`src/rtl/vid_fill_if.sv`:
```
// Processor-side register bus, frame-buffer write bus and vidmem write port of vid_fill.
// The irq wire exists only when VID_FILL_IRQ_EN is defined.
interface vid_fill_if;
  logic        reg_en;
  logic        reg_wr;
  logic [1:0]  reg_adr;
  logic [31:0] reg_din;
  logic [31:0] reg_dout;
  logic        cpu_en;
  logic        cpu_wr;
  logic [14:0] cpu_adr;
  logic [31:0] cpu_din;
  logic        mem_en;
  logic [14:0] mem_adr;
  logic [31:0] mem_dout;
`ifdef VID_FILL_IRQ_EN
  logic        irq;

  modport master (
    output reg_en, reg_wr, reg_adr, reg_din, cpu_en, cpu_wr, cpu_adr, cpu_din,
    input  reg_dout, mem_en, mem_adr, mem_dout, irq
  );
  modport slave (
    input  reg_en, reg_wr, reg_adr, reg_din, cpu_en, cpu_wr, cpu_adr, cpu_din,
    output reg_dout, mem_en, mem_adr, mem_dout, irq
  );
`else
  modport master (
    output reg_en, reg_wr, reg_adr, reg_din, cpu_en, cpu_wr, cpu_adr, cpu_din,
    input  reg_dout, mem_en, mem_adr, mem_dout
  );
  modport slave (
    input  reg_en, reg_wr, reg_adr, reg_din, cpu_en, cpu_wr, cpu_adr, cpu_din,
    output reg_dout, mem_en, mem_adr, mem_dout
  );
`endif
endinterface

```
`src/rtl/vid_fill.sv`:
```
// Rectangle-fill engine and vidmem write-port arbiter; processor writes always win the port.
// Optional VID_FILL_IRQ_EN adds a registered completion interrupt mirrored in CTRL bit2.
module vid_fill #(
  parameter int unsigned LINES = 768,
  parameter int unsigned WPL   = 32
) (
  input  logic clk,
  input  logic rst_n,
  vid_fill_if.slave bus
);

  typedef enum logic [1:0] {StIdle, StRun, StFinish} state_e;

  state_e      state_q, state_d;
  logic [31:0] rect_q, pat_q;
  logic        done_q, done_d;
  logic [4:0]  cur_x_q, cur_x_d;
  logic [10:0] cur_y_q, cur_y_d;
  logic [5:0]  cnt_w_q, cnt_w_d;
  logic [9:0]  cnt_h_q, cnt_h_d;
  logic        mem_en_q, mem_en_d;
  logic [14:0] mem_adr_q, mem_adr_d;
  logic [31:0] mem_dout_q, mem_dout_d;

  logic        reg_we, ctrl_we, start, abort, clr_done;
  logic        cpu_take, busy, line_end, suppress;
  logic [4:0]  rx;
  logic [9:0]  ry, rh;
  logic [5:0]  rw;

  assign reg_we   = bus.reg_en & bus.reg_wr;
  assign ctrl_we  = reg_we & (bus.reg_adr == 2'd0);
  assign start    = ctrl_we & bus.reg_din[0];
  assign abort    = ctrl_we & bus.reg_din[1];
  assign clr_done = ctrl_we & bus.reg_din[2];

  assign rx = rect_q[4:0];
  assign ry = rect_q[14:5];
  assign rw = rect_q[21:16];
  assign rh = rect_q[31:22];

  // Address bits 14:13 both set means line >= 768: never a visible processor write.
  assign cpu_take = bus.cpu_en & bus.cpu_wr & ~(bus.cpu_adr[14] & bus.cpu_adr[13]);
  assign busy     = (state_q != StIdle);
  assign line_end = (cnt_w_q == 6'd1) || (cur_x_q == 5'(WPL - 1));
  assign suppress = (cur_y_q >= 11'(LINES));

  always_ff @(posedge clk or negedge rst_n) begin
    if (!rst_n) begin
      state_q <= StIdle;
    end else begin
      state_q <= state_d;
    end
  end

  always_comb begin
    state_d = state_q;
    if (abort) begin
      state_d = StIdle;
    end else begin
      unique case (state_q)
        StIdle:   if (start) state_d = ((rw == 6'd0) || (rh == 10'd0)) ? StFinish : StRun;
        StRun:    if (!cpu_take && line_end && (cnt_h_q == 10'd1)) state_d = StFinish;
        StFinish: state_d = StIdle;
        default:  state_d = StIdle;
      endcase
    end
  end

  always_comb begin
    cur_x_d    = cur_x_q;
    cur_y_d    = cur_y_q;
    cnt_w_d    = cnt_w_q;
    cnt_h_d    = cnt_h_q;
    mem_en_d   = 1'b0;
    mem_adr_d  = mem_adr_q;
    mem_dout_d = mem_dout_q;
    done_d     = clr_done ? 1'b0 : done_q;
    if (cpu_take) begin
      mem_en_d   = 1'b1;
      mem_adr_d  = bus.cpu_adr;
      mem_dout_d = bus.cpu_din;
    end
    unique case (state_q)
      StIdle: begin
        if (start && !abort) begin
          cur_x_d = rx;
          cur_y_d = {1'b0, ry};
          cnt_w_d = rw;
          cnt_h_d = rh;
        end
      end
      StRun: begin
        // Counters advance even for suppressed lines so the busy time stays predictable.
        if (!cpu_take && !abort) begin
          if (!suppress) begin
            mem_en_d   = 1'b1;
            mem_adr_d  = {cur_y_q[9:0], cur_x_q};
            mem_dout_d = pat_q;
          end
          if (line_end) begin
            cur_x_d = rx;
            cur_y_d = cur_y_q + 11'd1;
            cnt_w_d = rw;
            cnt_h_d = cnt_h_q - 10'd1;
          end else begin
            cur_x_d = cur_x_q + 5'd1;
            cnt_w_d = cnt_w_q - 6'd1;
          end
        end
      end
      StFinish: if (!abort) done_d = 1'b1;
      default: ;
    endcase
  end

  always_ff @(posedge clk or negedge rst_n) begin
    if (!rst_n) begin
      rect_q     <= '0;
      pat_q      <= '0;
      done_q     <= 1'b0;
      cur_x_q    <= '0;
      cur_y_q    <= '0;
      cnt_w_q    <= '0;
      cnt_h_q    <= '0;
      mem_en_q   <= 1'b0;
      mem_adr_q  <= '0;
      mem_dout_q <= '0;
    end else begin
      if (reg_we && !busy && (bus.reg_adr == 2'd1)) rect_q <= bus.reg_din;
      if (reg_we && !busy && (bus.reg_adr == 2'd2)) pat_q  <= bus.reg_din;
      done_q     <= done_d;
      cur_x_q    <= cur_x_d;
      cur_y_q    <= cur_y_d;
      cnt_w_q    <= cnt_w_d;
      cnt_h_q    <= cnt_h_d;
      mem_en_q   <= mem_en_d;
      mem_adr_q  <= mem_adr_d;
      mem_dout_q <= mem_dout_d;
    end
  end

  assign bus.mem_en   = mem_en_q;
  assign bus.mem_adr  = mem_adr_q;
  assign bus.mem_dout = mem_dout_q;

`ifdef VID_FILL_IRQ_EN
  logic irq_q, irq_d;

  always_comb begin
    irq_d = clr_done ? 1'b0 : irq_q;
    if ((state_d == StFinish) && (state_q != StFinish)) irq_d = 1'b1;
  end

  always_ff @(posedge clk or negedge rst_n) begin
    if (!rst_n) begin
      irq_q <= 1'b0;
    end else begin
      irq_q <= irq_d;
    end
  end

  assign bus.irq = irq_q;
`endif

  always_comb begin
    bus.reg_dout = '0;
    unique case (bus.reg_adr)
      2'd0: begin
        bus.reg_dout[1:0] = {done_q, busy};
`ifdef VID_FILL_IRQ_EN
        bus.reg_dout[2] = irq_q;
`endif
      end
      2'd1:    bus.reg_dout = rect_q;
      2'd2:    bus.reg_dout = pat_q;
      default: bus.reg_dout = '0;
    endcase
  end

endmodule
```
`src/flat_wrapper.sv`:
```
// flat-port wrapper written by rule: the top's interface ports become plain ports
module vid_fill_flat 
#(
  parameter int unsigned LINES = 768,
  parameter int unsigned WPL   = 32
)
  (clk, rst_n, bus_reg_en, bus_reg_wr, bus_reg_adr, bus_reg_din, bus_cpu_en, bus_cpu_wr, bus_cpu_adr, bus_cpu_din, bus_reg_dout, bus_mem_en, bus_mem_adr, bus_mem_dout);
  vid_fill_if bus_i ();
  input  logic clk;
  input  logic rst_n;
  input wire logic [$bits(bus_i.reg_en)-1:0] bus_reg_en;
  input wire logic [$bits(bus_i.reg_wr)-1:0] bus_reg_wr;
  input wire logic [$bits(bus_i.reg_adr)-1:0] bus_reg_adr;
  input wire logic [$bits(bus_i.reg_din)-1:0] bus_reg_din;
  input wire logic [$bits(bus_i.cpu_en)-1:0] bus_cpu_en;
  input wire logic [$bits(bus_i.cpu_wr)-1:0] bus_cpu_wr;
  input wire logic [$bits(bus_i.cpu_adr)-1:0] bus_cpu_adr;
  input wire logic [$bits(bus_i.cpu_din)-1:0] bus_cpu_din;
  output wire logic [$bits(bus_i.reg_dout)-1:0] bus_reg_dout;
  output wire logic [$bits(bus_i.mem_en)-1:0] bus_mem_en;
  output wire logic [$bits(bus_i.mem_adr)-1:0] bus_mem_adr;
  output wire logic [$bits(bus_i.mem_dout)-1:0] bus_mem_dout;
  assign bus_i.reg_en = bus_reg_en;
  assign bus_i.reg_wr = bus_reg_wr;
  assign bus_i.reg_adr = bus_reg_adr;
  assign bus_i.reg_din = bus_reg_din;
  assign bus_i.cpu_en = bus_cpu_en;
  assign bus_i.cpu_wr = bus_cpu_wr;
  assign bus_i.cpu_adr = bus_cpu_adr;
  assign bus_i.cpu_din = bus_cpu_din;
  assign bus_reg_dout = bus_i.reg_dout;
  assign bus_mem_en = bus_i.mem_en;
  assign bus_mem_adr = bus_i.mem_adr;
  assign bus_mem_dout = bus_i.mem_dout;
  vid_fill #(.LINES(LINES), .WPL(WPL)) u_core (.clk(clk), .rst_n(rst_n), .bus(bus_i));
endmodule
```
`config.mk`:
```
export PLATFORM = sky130hd
export DESIGN_NAME = vid_fill_flat
export DESIGN_NICKNAME = d
export VERILOG_FILES = /design/src/rtl/vid_fill_if.sv /design/src/rtl/vid_fill.sv /design/src/flat_wrapper.sv
export SDC_FILE = /design/constraint.sdc
export NUM_CORES = 1
export LEC_CHECK = 0
export ABC_AREA = 1
export ABC_CLOCK_PERIOD_IN_PS = 2350
export BUFFER_PORTS_ARGS = -buffer_cell sky130_fd_sc_hd__buf_2
export CAP_MARGIN = 20
export CORE_MARGIN = 5
export CORE_UTILIZATION = 40
export DETAILED_ROUTE_END_ITERATION = 12
export PLACE_DENSITY = 0.64
export SLEW_MARGIN = 20
export SYNTH_ARGS = -nofsm -noshare
export SYNTH_HDL_FRONTEND = slang
export SYNTH_SLANG_ARGS = --single-unit
export TNS_END_PERCENT = 30
```
`constraint.sdc`:
```
create_clock -name clk -period 2.35 [get_ports clk]
set_input_delay 0.47 -clock clk [delete_from_list [all_inputs] [get_ports clk]]
set_output_delay 0.47 -clock clk [all_outputs]
set_load 0.01 [all_outputs]
```
==> results of run 1 <==
[worst max-delay path: cells and delay by family (launching register included)]
family / cells / cell delay [ns]
AND/OR/NAND/NOR: 2 / 0.37
AO/OA/AOI/OAI: 1 / 0.12
flip-flops: 1 / 0.43
buffers and inverters: 2 / 0.27
[cell families (layout without fill, tap and decap cells)]
| group | count (synthesis) | in the layout | synth area share [%] |
|---|---|---|---|
| mux | 3 | 3 | 0.3944 |
| simple gates | 619 | 619 | 31.93 |
| fa+ha+maj | 12 | 12 | 1.972 |
| compound gates | 150 | 150 | 10.07 |
| flops | 147 | 147 | 48.32 |
| xor+xnor | 6 | 6 | 0.6902 |
| buf+inv | 129 | 297 | 6.623 |
[registers in the layout, summed over array words and instances (netlist names)]
name,flops
u_core.bus.mem_adr,15
u_core.bus.mem_dout,32
u_core.bus.mem_en,1
u_core.cnt_h_q,10
u_core.cnt_w_q,6
u_core.cur_x_q,5
u_core.cur_y_q,11
u_core.done_q,1
u_core.pat_q,32
u_core.rect_q,32
u_core.state_q,2
[cells in the final DEF, fill, tap and decap left out, types with 3 or more instances in the layout]
master       n
clkinv_4     3
clkinv_2     5
a21oi_1     31
buf_12       6
buf_2      165
bufinv_16    4
buf_4       16
ha_1        12
inv_1       73
xor2_1       4
nand3b_1     3
o21ai_0    112
dfrtp_1    147
nand2_1    523
nor2_1      43
mux2i_1      3
nand3_1     34
nand2_2      3
clkbuf_16   17
inv_2        3
nand3_2      4
nand4_1      7
[power by group through the flow]
| stage | clock network [mW] | registers [mW] | logic [mW] |
|---|---|---|---|
| final | 2.85 | 4.80 | 4.72 |
| after global placement | 0 | 4.81 | 4.64 |
| after floorplan | 0 | 4.62 | 3.16 |
| after detailed placement | 0 | 4.81 | 4.76 |
| after global routing | 3.00 | 4.96 | 5.46 |
| after CTS | 2.88 | 4.79 | 4.77 |
[stage by stage]
step | hold WS, ns | cell area (um2) | total power [mW] | utilization (%) | setup slack, ns
final | 0.01099 | 9400 | 12.36 | 50.25 | 0.2639
after global routing | 0.04569 | 9400 | 13.42 | 50.25 | 0.03738
after CTS | 0.03403 | 9400 | 12.45 | 50.25 | 0.2298
after detailed placement | 0.4735 | 8787 | 9.573 | 46.98 | 0.2838
after global placement | 0.4655 | 8787 | 9.452 | 46.98 | 0.2798
after floorplan | 0.1744 | 7614 | 7.772 | - | 0.4518
[per-layer routing]
metal	global-route usage [%]	wire [um]
met2	32.56	9957
met3	4.690	1136
met5	0	28
met1	26.57	10020
met4	6.328	468
[final cells by class]
class,instances,area (um2),area share (%)
clock buffers,17,425.4,4.525
well taps,234,292.8,3.115
repair buffers,188,1077,11.46
inverters,78,292.8,3.115
multi-input cells,790,3446,36.66
flip-flops and latches,147,3679,39.13
clock inverters,14,187.7,1.997
[worst paths after layout]
kind	endpoint	start	slack (ns)	cells past startpoint
max reg2reg	u_core.cur_x_q[4]$_DFFE_PN0P_	u_core.cur_x_q[1]$_DFFE_PN0P_	0.30	9
max	bus_reg_dout[0]	u_core.state_q[0]$_DFFE_PN0P_	0.26	5
max in group asynchronous	u_core.rect_q[12]$_DFFE_PN0P_	rst_n	1.65	2
min reg2reg	u_core.rect_q[15]$_DFFE_PN0P_	u_core.rect_q[15]$_DFFE_PN0P_	0.48	2
min in group clk	u_core.rect_q[23]$_DFFE_PN0P_	bus_reg_din[23]	0.31	3
min	u_core.pat_q[25]$_DFFE_PN0P_	rst_n	0.01	1
==> flow_summary.ini, run 1 <==
[drt]
routed_wl_um = 21610
num_vias = 7120
drtIter0Drc = 509
ant_nets = 0
via_per_inst = 4.850
drc = 0
wl_per_cell_um = 14.72
drt_pass1_iterations = 5

[pwr]
swShare_pct = 40.95
pwr-share-seq_pct = 38.8
p_per_area_nw_per_um2 = 1315
vdd.ir_drop.worst_uv = 698.8
power_leakage_nw = 5.206
p_int_mw = 7.300
power.net_switching_mw = 5.063
power_frac_clock_pct = 23.0
power_frac_comb_pct = 38.2

[place]
dp_hpwl_um = 15820
io_buffers = 166
gp_congestion = 0.8778
dp_cells = 1437

[cells_and_area]
area_delta_synth_final_pct = 23.47
drive_gt1_share_pct = 18.80
n_fill_cell = 1882
fin_cells = 1468
diodes = 0
fin_nets = 1321

[global_route]
grt_pass1_wl_um = 35260
antenna_found_initial = 2
grt_pass1_vias = 6940
grt_use_total_pct = 20.01
grt_max_degree = 65
grt_overflow = 0

[clocking]
cts.sinks = 147
worst_skew_pair.late_latency_ns = 0.42
clockBufferDepth = 2
htree_levels = 4
path_clk_slew_ns = 0.06
cts_hold_buf = 0
cts_root_buffer = clkbuf_16
cts-resized-gates = 0
cts_inserted_buffers = 17
cts_setup_buffers = 0
cts_tree = done

[sta]
rsz0062_at_grt = false
setup_viol = 0
min_period_over_period_pct = 88.77
hold_violations = 0
tightest_slew_ns = 0.5634
clock-skew-final_ns = 0.01112
max_freq_mhz = 479.4
drv_slew = 0
relSlewSlack_pct = 62.44
tns_ns = 0
min_period_ns = 2.086

[floorplanning]
die_h_um = 148.0
start_util_pct = 40.70
die_w_um = 148.0
io_pins = 167
rows = 50
dieArea_um2 = 21890
core-area_um2 = 18710

[yosys]
syn_nets = 1165
ys_seq_elements = 147
yosys_warnings = 0
synth_top_area_share_pct = 48.32
synth_area_leaders = dfrtp_1 (48%), nand2_1 (26%), o21ai_0 (7.4%), inv_1 (3.6%), nand3_1 (2.4%)
synthTopCellsByCount = nand2_1 (523), dfrtp_1 (147), o21ai_0 (112)
synth-async-reset-ratio_pct = 100.0
synth.most_common_cell = nand2_1
synth_area_um2 = 7614
synth_top_cell_by_area = dfrtp_1
syn_inst = 1066
synth_flop_cell = dfrtp_1
synth_area_per_cell_um2 = 7.142
ys_types = 27
synth_edf_count = 0
yosysSeqAreaShare_pct = 48.32

[critical_path]
worstSetupPathType = register to output port
path_cells = nor2_1, inv_1, nand2_1, a31oi_1, buf_2
worstSetupEndpointType = output port
crit_arrival_ns = 1.62
critPathMaxStageDelay_ns = 0.43
worstPathMaxFanout = 4
crit_slowest_cell = dfrtp_1
required_ns = 1.88
startpoint_type = register

[job]
maxCapViolCount = 0

[worst_hold_path]
hold_class = input port to async pin

[outcome]
status = finished, final reports clean
Note: power is estimated with default switching activity, not from simulation.
==> run 2, diff against run 1 <==
--- a/config.mk
+++ b/config.mk
@@ -10,9 +10,9 @@
 export BUFFER_PORTS_ARGS = -buffer_cell sky130_fd_sc_hd__buf_2
 export CAP_MARGIN = 20
 export CORE_MARGIN = 5
-export CORE_UTILIZATION = 40
+export CORE_UTILIZATION = 55
 export DETAILED_ROUTE_END_ITERATION = 12
-export PLACE_DENSITY = 0.64
+export PLACE_DENSITY = 0.83
 export SLEW_MARGIN = 20
 export SYNTH_ARGS = -nofsm -noshare
 export SYNTH_HDL_FRONTEND = slang
==> run 2 against run 1 <==
Against the previous run:
- combinational power hardly changed
- highest routed layer is now met4
- power decreased by 1.4%
- critical path type is now input port to output port
- critical endpoint is now bus_reg_dout[18]
- die area decreased by 26%
- setup slack got worse by 0.048 ns
- flip-flop and latch count is the same
- largest power group unchanged
- clock power shrank 6%
==> flow_summary.ini, run 2 (synthesized netlist as in run 1, its figures left out) <==
[outcome]
status = finished, final reports clean

[critical_path]
startpoint_type = input port
reg2reg_depth = 9
crit_arrival_ns = 1.66
r2r-start = u_core.cur_x_q[0]$_DFFE_PN0P_
worstSetupEndpointType = output port
worstPathMaxFanout = 28
r2r_setup_slack_ns = 0.28
required_ns = 1.88
reg2reg_to = u_core.cur_x_q[1]$_DFFE_PN0P_
worstSetupPathType = input port to output port

[floorplanning]
rows = 43
io_pins = 167
start_util_pct = 55.49
core-area_um2 = 13720
die_w_um = 127.7
dieArea_um2 = 16300
die_h_um = 127.7

[cells_and_area]
final_util_pct = 67.58
n_fill_cell = 1168
final_cell_mix = nand2_1 (523), buf_2 (165), dfrtp_1 (147), o21ai_0 (112), inv_1 (74)
fin_nets = 1323
final_common_cell = nand2_1
area_delta_synth_final_pct = 21.77
multi_input_area_um2 = 3446
final_area_um2 = 9271
diodes = 0
drive_gt1_share_pct = 18.61
seqCellArea_um2 = 3679

[sta]
rsz0062_at_grt = false
tightest_slew_ns = 0.6291
tns_ns = 0
max_freq_mhz = 468.5
relSlewSlack_pct = 58.00
clock-skew-final_ns = 0.005814
drv_slew = 0
min_period_over_period_pct = 90.83
hold_violations = 0
min_period_ns = 2.135
setup_viol = 0

[clocking]
worst_skew_pair.late_latency_ns = 0.42
htree_levels = 4
path_clk_slew_ns = 0.06
cts-resized-gates = 0
cts_inserted_buffers = 17
clockBufferDepth = 2
cts.sinks = 147
cts_tree = done
cts_root_buffer = clkbuf_16

[drt]
drc = 0
ant_nets = 0
drt_pass1_iterations = 5
num_vias = 7294
routed_wl_um = 20860
drtIter0Drc = 634
wl_per_cell_um = 14.73
via_per_inst = 5.151

[global_route]
grt_pass1_vias = 7133
grt_overflow = 0
grt_pass1_wl_um = 34390
grt_max_degree = 65
antenna_found_initial = 0
grt_use_total_pct = 26.33

[worst_hold_path]
hold_class = input port to register
min_to = u_core.rect_q[15]$_DFFE_PN0P_
holdCritStartpoint = bus_reg_din[15]
min_path_cells = 3

[place]
dp_hpwl_um = 15040
gp_congestion = 0.9207
io_buffers = 166
dpl_cell_area_um2 = 8677

[pwr]
power_leakage_nw = 5.182
swShare_pct = 41.21
power.net_switching_mw = 5.022
power_frac_comb_pct = 38.5
p_int_mw = 7.164
p_per_area_nw_per_um2 = 1314
vdd.ir_drop.worst_uv = 563.6
power_frac_clock_pct = 22.1
pwr-share-seq_pct = 39.4

[job]
maxCapViolCount = 0
-- run 2: worst max-delay path by stage --
stage	startpoint	endpoint	slack, ns	cells past startpoint
2_1_floorplan	bus_reg_adr[0]	bus_reg_dout[3]	0.45	6
5_1_grt	u_core.cur_x_q[0]$_DFFE_PN0P_	u_core.cur_x_q[1]$_DFFE_PN0P_	0.10	9
3_3_place_gp	bus_reg_adr[1]	bus_reg_dout[28]	0.30	7
6_report	bus_reg_adr[1]	bus_reg_dout[18]	0.22	7
4_1_cts	bus_reg_adr[1]	bus_reg_dout[18]	0.23	7
3_5_place_dp	bus_reg_adr[0]	u_core.bus.mem_dout[29]$_DFF_PN0_	0.21	9
-- run 2: what timing repair did --
item,4_1_cts,5_1_grt
hold buffers,1,0
setup endpoints to repair,0,0
endpoints found under the hold margin,5,0
buffers inserted,0,0
-- run 2: power by group through the flow --
stage	clock, mW	combinational, mW	sequential [mW]
after floorplan	0	3.16	4.62
after global placement	0	4.48	4.77
after detailed placement	0	4.66	4.79
after CTS	2.72	4.71	4.78
after global routing	2.83	5.42	4.94
final	2.69	4.69	4.80
-- run 2: layout make-up --
cell class                 instances  area share [%]
sequential                       147           39.68
multi-input combinational        790           37.17
timing repair buffer             190           11.27
clock buffer                      21           4.858
inverter                          78           3.158
tap                              180           2.429
clock inverter                    10           1.444
-- run 2: metrics by stage --
stage               instances  hold slack [ns]  power, mW  setup WS, ns
floorplan                1066           0.1744      7.772        0.4518
global placement         1384           0.4336      9.249        0.3005
detailed placement       1384           0.4322      9.447        0.2148
CTS                      1416           0.3101      12.21        0.2317
global route             1416           0.3253      13.19        0.1030
finish                   1416           0.3164      12.19        0.2154
-- run 2: critical path, cell delays in order --
cell	delay [ns]
buf_2	0.12
inv_1	0.07
ha_1	0.17
buf_4	0.32
nand2_1	0.12
a21oi_1	0.21
buf_2	0.17
-- run 2: metal layers --
layer  share of wire [%]  track usage (%)  vias to the layer above
met2                  47            42.34                      280
met1                  42            35.12                     3322
met4                 2.9            10.92                        0
li1                    -                -                     3646
met5                   0                0                        -
met3                 7.4            5.292                       46
